[src/rtl/cram_wr_arbiter_pkg.sv]
// -----------------------------------------------------------------------------
// cram_wr_arbiter_pkg
//   Shared definitions for the CRAM write-port arbiter:
//   - default CRAM geometry (address / data width)
//   - fill sequencer state encoding
//   - requester (grant) identifiers and the fixed-priority pick function
// -----------------------------------------------------------------------------
package cram_wr_arbiter_pkg;

  localparam int unsigned CRAM_AW = 8;   // 256 palette entries
  localparam int unsigned CRAM_DW = 16;  // one palette word

  typedef enum logic [0:0] {
    ST_IDLE = 1'b0,
    ST_FILL = 1'b1
  } fill_state_e;

  typedef enum logic [1:0] {
    GNT_NONE = 2'd0,
    GNT_CPU  = 2'd1,
    GNT_DMA  = 2'd2,
    GNT_FILL = 2'd3
  } gnt_e;

  // Fixed priority CPU > DMA > FILL. Inputs are already qualified by any
  // blank gating / ack throttling, so this is a pure priority pick.
  function automatic gnt_e arbitrate(input logic cpu_ok,
                                     input logic dma_ok,
                                     input logic fill_ok);
    if (cpu_ok)       return GNT_CPU;
    else if (dma_ok)  return GNT_DMA;
    else if (fill_ok) return GNT_FILL;
    else              return GNT_NONE;
  endfunction

endpackage

[src/rtl/cram_wr_arbiter_fill_seq.sv]
// -----------------------------------------------------------------------------
// cram_wr_arbiter_fill_seq
//   Fill engine: writes one captured value to every CRAM entry, one entry per
//   granted cycle, in ascending address order.
// Ports
//   clk, res     video clock, synchronous active-high reset
//   fill_start   one-cycle start pulse (ignored while busy)
//   fill_data    fill value, captured on an accepted start
//   fill_gnt     arbiter grant for the entry at fill_addr (this cycle)
//   fill_req     a fill write is wanted this cycle
//   fill_addr    entry to be written when granted
//   fill_word    captured fill value
//   fill_busy    registered: fill in progress
//   fill_done    registered: pulses alongside the CRAM write of the last entry
// -----------------------------------------------------------------------------
module cram_wr_arbiter_fill_seq
  import cram_wr_arbiter_pkg::*;
#(
  parameter int unsigned AW = CRAM_AW,
  parameter int unsigned DW = CRAM_DW
) (
  input  logic          clk,
  input  logic          res,
  input  logic          fill_start,
  input  logic [DW-1:0] fill_data,
  input  logic          fill_gnt,
  output logic          fill_req,
  output logic [AW-1:0] fill_addr,
  output logic [DW-1:0] fill_word,
  output logic          fill_busy,
  output logic          fill_done
);

  fill_state_e   state_q;
  logic [AW-1:0] cnt_q;
  logic [DW-1:0] val_q;
  logic          busy_q;
  logic          done_q;

  // NOTE: every sequential register here is assigned with <= only, so all
  // branches read the pre-edge values and the evaluation order does not matter.
  always_ff @(posedge clk) begin
    if (res) begin
      state_q <= ST_IDLE;
      cnt_q   <= '0;
      val_q   <= '0;
      busy_q  <= 1'b0;
      done_q  <= 1'b0;
    end else begin
      done_q <= 1'b0;
      case (state_q)
        ST_IDLE: begin
          if (fill_start) begin
            val_q   <= fill_data;
            cnt_q   <= '0;
            busy_q  <= 1'b1;
            state_q <= ST_FILL;
          end
        end
        ST_FILL: begin
          // Losing arbitration simply leaves the counter where it is, so no
          // entry is skipped or repeated.
          if (fill_gnt) begin
            cnt_q <= cnt_q + 1'b1;  // wraps to 0 after the last entry
            if (cnt_q == '1) begin
              // done/busy are registered, so they change in the same cycle
              // the last entry reaches the CRAM port.
              done_q  <= 1'b1;
              busy_q  <= 1'b0;
              state_q <= ST_IDLE;
            end
          end
        end
        default: state_q <= ST_IDLE;
      endcase
    end
  end

  assign fill_req  = (state_q == ST_FILL);
  assign fill_addr = cnt_q;
  assign fill_word = val_q;
  assign fill_busy = busy_q;
  assign fill_done = done_q;

endmodule

[src/rtl/cram_wr_arbiter.sv]
// -----------------------------------------------------------------------------
// cram_wr_arbiter
//   Owns the single CRAM write port of the palette lookup and shares it
//   between Z80 byte writes (assembled to words), DMA word writes (req/ack)
//   and the internal fill engine. Priority CPU > DMA > FILL. All CRAM-facing
//   outputs are registered: a grant in cycle N appears on the port in N+1.
// Ports
//   clk, res           video clock, synchronous active-high reset
//   blank              video blank; gates DMA/FILL when DMA_BLANK_ONLY=1
//   cpu_wr/addr/data   Z80 byte write strobe, byte address, byte
//   dma_req/addr/data  DMA word request (held until dma_ack)
//   dma_ack            pulses in the cycle the DMA word is on the CRAM port
//   fill_start/data    start a full-table fill with the given value
//   fill_busy/done     fill in progress / last-entry pulse
//   cram_we/addr/data  CRAM write port
// -----------------------------------------------------------------------------
module cram_wr_arbiter
  import cram_wr_arbiter_pkg::*;
#(
  parameter int unsigned AW             = CRAM_AW,
  parameter int unsigned DW             = CRAM_DW,
  parameter bit          DMA_BLANK_ONLY = 1'b0
) (
  input  logic          clk,
  input  logic          res,
  input  logic          blank,
  input  logic          cpu_wr,
  input  logic [AW:0]   cpu_addr,
  input  logic [7:0]    cpu_data,
  input  logic          dma_req,
  input  logic [AW-1:0] dma_addr,
  input  logic [DW-1:0] dma_data,
  output logic          dma_ack,
  input  logic          fill_start,
  input  logic [DW-1:0] fill_data,
  output logic          fill_busy,
  output logic          fill_done,
  output logic          cram_we,
  output logic [AW-1:0] cram_addr,
  output logic [DW-1:0] cram_data
);

  logic          cpu_hi;
  logic          bus_gate;
  logic          dma_ok;
  logic          fill_ok;
  logic          fill_req;
  logic          fill_gnt;
  logic [AW-1:0] fill_addr;
  logic [DW-1:0] fill_word;
  gnt_e          gnt;

  logic [DW-9:0] lo_latch_q, lo_latch_d;
  logic          cram_we_q,  cram_we_d;
  logic [AW-1:0] cram_addr_q, cram_addr_d;
  logic [DW-1:0] cram_data_q, cram_data_d;
  logic          dma_ack_q,  dma_ack_d;

  // Only the high-byte strobe produces a CRAM write; the low byte just
  // lands in lo_latch.
  assign cpu_hi   = cpu_wr & cpu_addr[0];
  assign bus_gate = ~DMA_BLANK_ONLY | blank;
  // Refusing a grant while dma_ack is high gives the DMA source a cycle to
  // drop or advance its request, hence one word per two clocks at most.
  assign dma_ok   = dma_req & ~dma_ack_q & bus_gate;
  assign fill_ok  = fill_req & bus_gate;
  assign gnt      = arbitrate(cpu_hi, dma_ok, fill_ok);
  assign fill_gnt = (gnt == GNT_FILL);

  cram_wr_arbiter_fill_seq #(
    .AW (AW),
    .DW (DW)
  ) u_fill_seq (
    .clk        (clk),
    .res        (res),
    .fill_start (fill_start),
    .fill_data  (fill_data),
    .fill_gnt   (fill_gnt),
    .fill_req   (fill_req),
    .fill_addr  (fill_addr),
    .fill_word  (fill_word),
    .fill_busy  (fill_busy),
    .fill_done  (fill_done)
  );

  // NOTE: every signal driven here gets a default first, so no path can
  // leave it unassigned and no latch is inferred.
  always_comb begin
    lo_latch_d  = lo_latch_q;
    cram_we_d   = 1'b0;
    cram_addr_d = cram_addr_q;   // address/data hold when nothing is granted
    cram_data_d = cram_data_q;
    dma_ack_d   = 1'b0;

    if (cpu_wr && !cpu_addr[0]) begin
      lo_latch_d = cpu_data;
    end

    case (gnt)
      GNT_CPU: begin
        cram_we_d   = 1'b1;
        cram_addr_d = cpu_addr[AW:1];
        cram_data_d = {cpu_data, lo_latch_q};
      end
      GNT_DMA: begin
        cram_we_d   = 1'b1;
        cram_addr_d = dma_addr;
        cram_data_d = dma_data;
        dma_ack_d   = 1'b1;
      end
      GNT_FILL: begin
        cram_we_d   = 1'b1;
        cram_addr_d = fill_addr;
        cram_data_d = fill_word;
      end
      default: ;
    endcase
  end

  always_ff @(posedge clk) begin
    if (res) begin
      lo_latch_q  <= '0;
      cram_we_q   <= 1'b0;
      cram_addr_q <= '0;
      cram_data_q <= '0;
      dma_ack_q   <= 1'b0;
    end else begin
      lo_latch_q  <= lo_latch_d;
      cram_we_q   <= cram_we_d;
      cram_addr_q <= cram_addr_d;
      cram_data_q <= cram_data_d;
      dma_ack_q   <= dma_ack_d;
    end
  end

  assign cram_we   = cram_we_q;
  assign cram_addr = cram_addr_q;
  assign cram_data = cram_data_q;
  assign dma_ack   = dma_ack_q;

endmodule

[config.mk]
export PLATFORM = sky130hd
export DESIGN_NAME = cram_wr_arbiter
export DESIGN_NICKNAME = d
export VERILOG_FILES = /design/src/rtl/cram_wr_arbiter_pkg.sv /design/src/rtl/cram_wr_arbiter_fill_seq.sv /design/src/rtl/cram_wr_arbiter.sv
export SDC_FILE = /design/constraint.sdc
export NUM_CORES = 1
export LEC_CHECK = 0
export ABC_AREA = 0
export CAP_MARGIN = 30
export CORE_MARGIN = 2
export CORE_UTILIZATION = 30
export DETAILED_ROUTE_END_ITERATION = 12
export MAX_ROUTING_LAYER = met4
export PLACE_DENSITY = 0.64
export REMOVE_ABC_BUFFERS = 1
export SYNTH_ARGS = -nofsm -noshare
export SYNTH_HDL_FRONTEND = slang
export SYNTH_HIERARCHICAL = 1
export SYNTH_SLANG_ARGS = --single-unit
[constraint.sdc]
create_clock -name clk -period 2.7 [get_ports clk]
set_input_delay 0.675 -clock clk [delete_from_list [all_inputs] [get_ports clk]]
set_output_delay 0.675 -clock clk [all_outputs]
set_load 0.02 [all_outputs]
==> flow_summary.json, run 1 <==
{
  "synthCells": 324,
  "ir_drop_mv": 0.256,
  "setup_viol": 0,
  "crit_type": "input pin to flop",
  "max_freq_mhz": 471,
  "fin_crit_sh_pct": 78.7,
  "drive_above_1_share_pct": 9.26,
  "worstSkewPairLatency_ns": 0.34,
  "synth-seq-cells": 61,
  "maxCapViolations": 0,
  "rows": 34,
  "status": "finished clean",
  "cts_resized": 0,
  "grt_setup_unrepaired": "false",
  "drt-initial-drc-count": 155,
  "tns_ns": 0,
  "grt_pass1_vias": 2580,
  "yosysWarnings": 6,
  "path_clk_slew_ns": 0.08,
  "slew_headroom_pct": 63.0,
  "numCtsBuffers": 9,
  "cp-start-kind": "input pin",
  "firstDrtPassIters": 4,
  "nNetsFinal": 480,
  "pre_cts_ws_ns": 0.248,
  "end_kind": "flop",
  "diodes": 0,
  "cellPowerDensity_mw_per_mm2": 597,
  "vias_per_cell": 4.94,
  "grt_antenna_before_repair": 0,
  "dieArea_mm2": 0.00964,
  "clock_sinks": 61,
  "setup_slack_ns": 0.576,
  "maxSlewViolCount": 0,
  "cts_setup_buffers": 0,
  "crit_start": "cpu_wr",
  "crit_arrival_ns": 2.37,
  "ys_async_sr_fraction_pct": 0,
  "ctsHoldBuffers": 0,
  "cts_tree": "done",
  "synth_top_area_share_pct": 45.9,
  "antenna_left": 0,
  "final_common_cell": "clkdlybuf4s50_1",
  "critical_path.max_fanout": 7,
  "clock_skew_ns": 0.0131,
  "htreeDepth": 3,
  "numPortBuffers": 89,
  "final_util_pct": 45.2,
  "syn_area_mm2": 0.00266,
  "post_drt_wl_per_cell_um": 15.1,
  "grt_max_degree": 36,
  "synth.area.top_cells": "dfxtp_1, nor2_1, a21oi_1, nand2_1, mux2i_1",
  "synthFlopType": "dfxtp_1",
  "place_area_mm2": 0.00370,
  "hold_viol": 0,
  "drc": 0,
  "grt_pass1_wl_mm": 13.0,
  "fp.dieW_um": 98.2,
  "ctsLongestPathBuffers": 2,
  "synth_cell_types": 35,
  "stdcell_count": 529,
  "worstHoldStart": "u_fill_seq/fill_word[10]",
  "wirelength_mm": 7.97,
  "vias": 2613,
  "tightest_slew_ns": 0.554,
  "root_buffer": "clkbuf_8",
  "die_y_um": 98.2,
  "ys_seq_area_share_pct": 45.9,
  "core_mm2": 0.00868,
  "stdcell_area_mm2": 0.00392,
  "hold_class": "flop to flop",
  "yosys.area.top_type": "dfxtp_1",
  "crit_required_ns": 2.95,
  "most-common-layout-cells": "clkdlybuf4s50_1, dfxtp_1, nor2_1, nand2_1, a21oi_1",
  "synth_edf_count": 0,
  "grtUsageTotal_pct": 17.4,
  "grt_overflow": 0,
  "r2r_start": "u_fill_seq/fill_req",
  "dpl.hpwl_mm": 5.69,
  "syn_area_per_cell_um2": 8.21,
  "p_leak_uw": 0.00145,
  "start_util_pct": 30.7,
  "ios": 91,
  "areaGrowthSynthToFinish_pct": 47.3,
  "timing.final.crit_period_ns": 2.12,
  "globalplace.congestion": 0.794,
  "dp.cells": 513
}
[cell families (layout without fill, tap and decap cells)]
group           count (synthesis)  count (layout)  share of synthesized area [%]
flops                          61              61                           45.9
compound gates                 62              62                           15.5
mux                             9               9                           3.39
fa+ha+maj                       1               1                          0.470
buf+inv                        27             124                           4.84
simple gates                  164             164                           29.9
[path summary, 6_finish.rpt]
path                         endpoint  slack, ns  cells past startpoint
min reg2reg  u_fill_seq/fill_word[10]       0.45                      2
max                      cram_data[4]       0.58                      6
max reg2reg   u_fill_seq/fill_addr[7]       0.93                      4
min          u_fill_seq/fill_word[10]       0.45                      2
[metal layers]
metal / track usage (%) / up-vias / part of all wire, %
met1: 22.7 / 1205 / 47
met3: 4.65 / 14 / 4.8
li1: - / 1327 / -
met4: 4.95 / 0 / 1.5
met5: - / - / 0
met2: 26.6 / 67 / 46
[registers in the layout, summed over array words and instances, names as in the netlist]
signal                cells
u_fill_seq/fill_addr      8
u_fill_seq/fill_done      1
cram_data                16
u_fill_seq/fill_busy      1
dma_ack                   1
u_fill_seq/fill_req       1
u_fill_seq/fill_word     16
lo_latch_q                8
cram_addr                 8
cram_we                   1
[cell usage after synthesis (all sizes together), types with 3 or more instances]
master and instances:
nand3 4, nand2b 14, nor2 50, o221a 6, clkbuf 15, inv 3
dfxtp 61, nand3b 11, nor4 12, mux2i 9, buf 9, or3 3
nand2 42, a21oi 33, a211oi 9, a221oi 6, nor3 18, nand4 3
[cell type report]
class / instances / area, µm²
repair buffers: 105 / 1020
multi-input cells: 236 / 1310
clock buffers: 10 / 138
flip-flops and latches: 61 / 1220
fillers: 908 / 4760
well taps: 108 / 135
inverters: 3 / 11.3
clock inverters: 6 / 86.3
[stage by stage]
stage / hold WS (ns) / power (µW)
6_report: 0.452 / 2340
5_1_grt: 0.469 / 2460
4_1_cts: 0.451 / 2370
3_5_place_dp: 0.442 / 1460
3_3_place_gp: 0.437 / 1450
2_1_floorplan: 0.425 / 1200
[power by group]
part / leakage (µW) / switching (µW) / internal (µW)
clock: 0.000112 / 364 / 543
sequential: 0.000502 / 33.2 / 959
combinational: 0.000836 / 212 / 229
[critical path, cell delays in order]
cell             delay (ns)
clkdlybuf4s50_1        0.46
and2_1                 0.24
buf_4                  0.17
nor2_1                 0.40
a221oi_1               0.14
a211oi_1               0.28
Power figures use the tool's default switching activity.
==> inputs of run 2 (changes only) <==
clock period = 2.1 ns   (was 2.7 ns; I/O delays follow)
==> run 2 against run 1 <==
Net effect:
- utilization grew 0.72 points
- total power rose by 24%
- worst setup slack worse by 0.41 ns
- sequential share of layout area down 0.49 points
- sequential power grew 28%
- die area stayed put
- clock skew shrank 0.0037 ns
- routed wire length rose by 0.97%
- first-iteration DRC count down 35%
- largest power group unchanged
==> flow_summary.json, run 2 (synthesis results as in run 1) <==
{
  "status": "finished clean",
  "crit_chain": "clkdlybuf4s50_1 -> nand2_1 -> nand3_1 -> inv_1 -> nand4_1 -> buf_4 -> o311ai_0 -> a21oi_1",
  "fin_crit_sh_pct": 92.3,
  "stdcell_area_mm2": 0.00398,
  "r2r_start": "u_fill_seq/fill_req",
  "diodes": 0,
  "r2r-end": "u_fill_seq/fill_addr[7]",
  "crit_required_ns": 2.31,
  "pre_cts_ws_ns": -0.120,
  "hold_viol": 0,
  "drive_above_1_share_pct": 11.4,
  "grt_overflow": 0,
  "cts_resized": 0,
  "fp.dieW_um": 98.2,
  "setup_slack_ns": 0.163,
  "tightest_slew_ns": 0.373,
  "slowest_delay_ns": 0.47,
  "grt_antenna_before_repair": 0,
  "vias": 2689,
  "rr_worst_depth": 7,
  "maxSlewViolCount": 0,
  "max_freq_mhz": 516,
  "end_kind": "flop",
  "slew_headroom_pct": 74.8,
  "grt_pass1_wl_mm": 13.0,
  "grtUsageTotal_pct": 17.4,
  "most-common-layout-cells": "clkdlybuf4s50_1, dfxtp_1, nor2_1, nand2_1, a21oi_1",
  "numCtsBuffers": 9,
  "hold_depth": 2,
  "vias_per_cell": 4.99,
  "final_util_pct": 45.9,
  "globalplace.congestion": 0.810,
  "critical_path.max_fanout": 3,
  "worstSkewPairLatency_ns": 0.34,
  "r2r_slack_ns": 0.45,
  "antenna_left": 0,
  "cpMaxStageDelayCell": "clkdlybuf4s50_1",
  "clock_skew_ns": 0.00939,
  "p_leak_uw": 0.00149,
  "path_clk_slew_ns": 0.07,
  "cp-start-kind": "input pin",
  "crit_arrival_ns": 2.14,
  "htreeDepth": 3,
  "cts_tree": "done",
  "setup_viol": 0,
  "dieArea_mm2": 0.00964,
  "drt-initial-drc-count": 101,
  "numPortBuffers": 89,
  "cts_setup_buffers": 0,
  "grt_setup_unrepaired": "false",
  "wirelength_mm": 8.05,
  "place_area_mm2": 0.00378,
  "dpl.hpwl_mm": 5.71,
  "timing.final.crit_period_ns": 1.94,
  "grt_max_degree": 36,
  "ios": 91,
  "min_delay_worst_endpoint": "u_fill_seq/fill_word[6]",
  "maxCapViolations": 0,
  "crit_type": "input pin to flop",
  "worstHoldStart": "u_fill_seq/fill_word[6]",
  "clock_sinks": 61,
  "drc": 0,
  "die_y_um": 98.2,
  "ctsHoldBuffers": 0,
  "cellPowerDensity_mw_per_mm2": 730,
  "firstDrtPassIters": 4,
  "hold_class": "flop to flop",
  "core_mm2": 0.00868,
  "nNetsFinal": 490,
  "grt_pass1_vias": 2636,
  "areaGrowthSynthToFinish_pct": 49.7,
  "final_common_cell": "clkdlybuf4s50_1",
  "post_drt_wl_per_cell_um": 14.9,
  "root_buffer": "clkbuf_8",
  "ctsLongestPathBuffers": 2,
  "whs_ns": 0.450,
  "rows": 34,
  "start_util_pct": 30.7,
  "ir_drop_mv": 0.337
}
-- run 2: cell count changes in the layout (fill, tap and decap cells not counted) --
cell	change
buf_12	+1
clkinv_2	+1
clkinv_4	-1
buf_4	+9
bufinv_16	-1
inv_6	+1
-- run 2: cell type report --
class / instances / area (µm²)
Fill cell: 904 / 4690
Multi-Input combinational cell: 236 / 1310
Sequential cell: 61 / 1220
Timing Repair Buffer: 115 / 1110
Clock buffer: 10 / 138
Tap cell: 108 / 135
Clock inverter: 6 / 61.3
Inverter: 3 / 11.3
-- run 2: per-stage QoR --
stage | instances | power (µW) | setup TNS, ns
final | 539 | 2910 | 0
after global routing | 539 | 3060 | 0
after global placement | 523 | 1880 | -0.325
after CTS | 539 | 2940 | 0
after floorplan | 300 | 1540 | -0.607
after detailed placement | 523 | 1890 | -0.541
-- run 2: critical path: cells and delay by family --
kind	cells	cell delay (ns)
and+or+nand+nor	3	0.38
buffers and inverters	3	0.76
AOI/OAI and AO/OA	2	0.49
-- run 2: routing by layer --
| metal | up-vias | wire length [µm] | global-route usage [%] |
|---|---|---|---|
| met3 | 7 | 558 | 5.65 |
| met5 | - | 0 | - |
| li1 | 1353 | - | - |
| met4 | 0 | 58 | 4.00 |
| met1 | 1242 | 3680 | 21.9 |
| met2 | 87 | 3750 | 27.4 |
-- run 2: how the worst max path moves through the flow --
stage                  from  slack [ns]                       to
2_1_floorplan       dma_ack       -0.23  u_fill_seq/fill_addr[6]
3_3_place_gp         cpu_wr       -0.06  u_fill_seq/fill_addr[7]
3_5_place_dp    cpu_addr[0]       -0.12  u_fill_seq/fill_addr[7]
4_1_cts        cram_addr[2]        0.22             cram_addr[2]
5_1_grt         cpu_addr[0]        0.01  u_fill_seq/fill_addr[7]
6_report             cpu_wr        0.16  u_fill_seq/fill_addr[7]
-- run 2: report_power, final --
part           leakage [µW]  internal (µW)  switching, µW  total [µW]
logic              0.000890            308            279         587
registers          0.000502           1230           39.5        1270
clock network      0.000102            578            472        1050
==> inputs of run 3 (changes only) <==
CORE_UTILIZATION = 45   (was 30)
PLACE_DENSITY = 0.86   (was 0.64)
==> run 3 against run 2 <==
Net effect:
- routed wire length fell by 8.1%
- non-clock buffer count is 3 lower
- final cell count fell by 6.9%
- hold slack improved by 0.00095 ns
- cell area shrank 1.1%
- utilization increased by 22 points
- critical path type unchanged
==> flow_summary.json, run 3 (synthesis results as in run 1) <==
{
  "critical_path.max_fanout": 6,
  "clock_skew_ns": 0.00552,
  "power.internal_uw": 2150,
  "fill_cells": 508,
  "ir_drop_mv": 0.351,
  "final_common_cell": "clkdlybuf4s50_1",
  "grt_max_degree": 62,
  "hold_class": "flop to flop",
  "start_util_pct": 45.8,
  "ios": 91,
  "dieArea_mm2": 0.00654,
  "grt_antenna_before_repair": 0,
  "grt_pass1_wl_mm": 11.8,
  "grt_pass1_vias": 2486,
  "status": "finished clean",
  "numCtsBuffers": 9,
  "stdcell_area_mm2": 0.00394,
  "firstDrtPassIters": 4,
  "p_leak_uw": 0.00148,
  "areaGrowthSynthToFinish_pct": 48.0,
  "r2r-end": "u_fill_seq/fill_busy",
  "vias_per_cell": 5.38,
  "tightest_slew_ns": 0.436,
  "drc": 0,
  "wirelength_mm": 7.40,
  "nNetsFinal": 487,
  "min_delay_worst_endpoint": "u_fill_seq/fill_word[3]",
  "ctsHoldBuffers": 0,
  "rows": 28,
  "end_kind": "flop",
  "switching_share_pct": 25.7,
  "maxSlewViolCount": 0,
  "ctsLongestPathBuffers": 2,
  "rr_worst_depth": 8,
  "place_area_mm2": 0.00375,
  "most-common-layout-cells": "clkdlybuf4s50_1, dfxtp_1, nor2_1, nand2_1, a21oi_1",
  "finalPower_uw": 2900,
  "grt_overflow": 0,
  "combPwrFrac_pct": 20.3,
  "antenna_left": 0,
  "die_y_um": 80.9,
  "setup_viol": 0,
  "globalplace.congestion": 0.836,
  "power.switching_uw": 746,
  "crit_required_ns": 2.32,
  "slew_headroom_pct": 70.9,
  "crit_arrival_ns": 2.15,
  "diodes": 0,
  "r2r_start": "u_fill_seq/fill_req",
  "root_buffer": "clkbuf_8",
  "vias": 2702,
  "cp-start-kind": "input pin",
  "clock_sinks": 61,
  "maxCapViolations": 0,
  "cellPowerDensity_mw_per_mm2": 736,
  "path_clk_slew_ns": 0.06,
  "slowest_delay_ns": 0.46,
  "max_freq_mhz": 520,
  "grt_setup_unrepaired": "false",
  "htreeDepth": 3,
  "post_drt_wl_per_cell_um": 14.7,
  "hold_viol": 0,
  "power.share.clock_pct": 35.8,
  "core_mm2": 0.00582,
  "cts_resized": 0,
  "dpl.hpwl_mm": 5.17,
  "numPortBuffers": 89,
  "cts_setup_buffers": 0,
  "drive_above_1_share_pct": 9.84,
  "crit_type": "input pin to flop",
  "hold_depth": 2,
  "fin_crit_sh_pct": 91.6,
  "cts_tree": "done",
  "tns_ns": 0,
  "p_seq_share_pct": 44.0,
  "r2r_slack_ns": 0.45,
  "crit_chain": "clkdlybuf4s50_1 -> nand2_1 -> nand3_1 -> inv_1 -> nand2_1 -> buf_4 -> nor3_1 -> buf_4 -> nor3_1",
  "cpMaxStageDelayCell": "clkdlybuf4s50_1",
  "fp.dieW_um": 80.9,
  "timing.final.crit_period_ns": 1.92,
  "grtUsageTotal_pct": 24.1,
  "worstSkewPairLatency_ns": 0.34,
  "drt-initial-drc-count": 215,
  "worstHoldStart": "u_fill_seq/fill_word[3]"
}
-- run 3: worst max-delay path by stage --
stage,slack [ns],cells past startpoint,end,start
floorplan,-0.23,6,u_fill_seq/fill_addr[6],dma_ack
global placement,-0.1,7,u_fill_seq/fill_addr[7],cpu_addr[0]
detailed placement,-0.12,7,u_fill_seq/fill_addr[7],cpu_addr[0]
CTS,0.22,7,u_fill_seq/fill_addr[7],cpu_addr[0]
global route,0.1,7,u_fill_seq/fill_addr[7],cpu_addr[0]
finish,0.18,9,u_fill_seq/fill_busy,cpu_addr[0]
-- run 3: metrics by stage --
step	cells	utilization, %	worst slack [ns]	hold WS (ns)
3_3_place_gp	487	64.4	-0.0956	0.437
5_1_grt	502	67.7	0.0980	0.466
3_5_place_dp	487	64.4	-0.123	0.442
2_1_floorplan	300	-	-0.229	0.425
6_report	502	67.7	0.176	0.451
4_1_cts	502	67.7	0.224	0.450
-- run 3: routing by layer --
metal | up-vias | wire (µm) | global-route usage [%]
met5 | - | 0 | -
met4 | 0 | 170 | 11.4
met3 | 21 | 487 | 5.00
met2 | 100 | 3680 | 39.1
met1 | 1238 | 3070 | 28.8
li1 | 1343 | - | -
-- run 3: area by class of cell --
cell class	instances	area, µm²	area share, %
multi-input combinational	236	1310	33.3
sequential	61	1220	31.0
timing repair buffer	112	1110	28.1
clock buffer	14	163	4.13
tap	75	93.8	2.38
clock inverter	1	30.0	0.762
inverter	3	11.3	0.286
-- run 3: worst max-delay path, delay by kind of cell --
family | cells | cell delay (ns)
buffers and inverters | 4 | 0.95
AND/OR/NAND/NOR | 5 | 0.67
-- run 3: power by group through the flow --
stage / Combinational, µW / Sequential (µW) / Clock (µW)
2_1_floorplan: 186 / 1360 / 0
3_3_place_gp: 574 / 1300 / 0
3_5_place_dp: 585 / 1300 / 0
4_1_cts: 588 / 1270 / 1050
5_1_grt: 632 / 1280 / 1100
6_report: 588 / 1270 / 1040
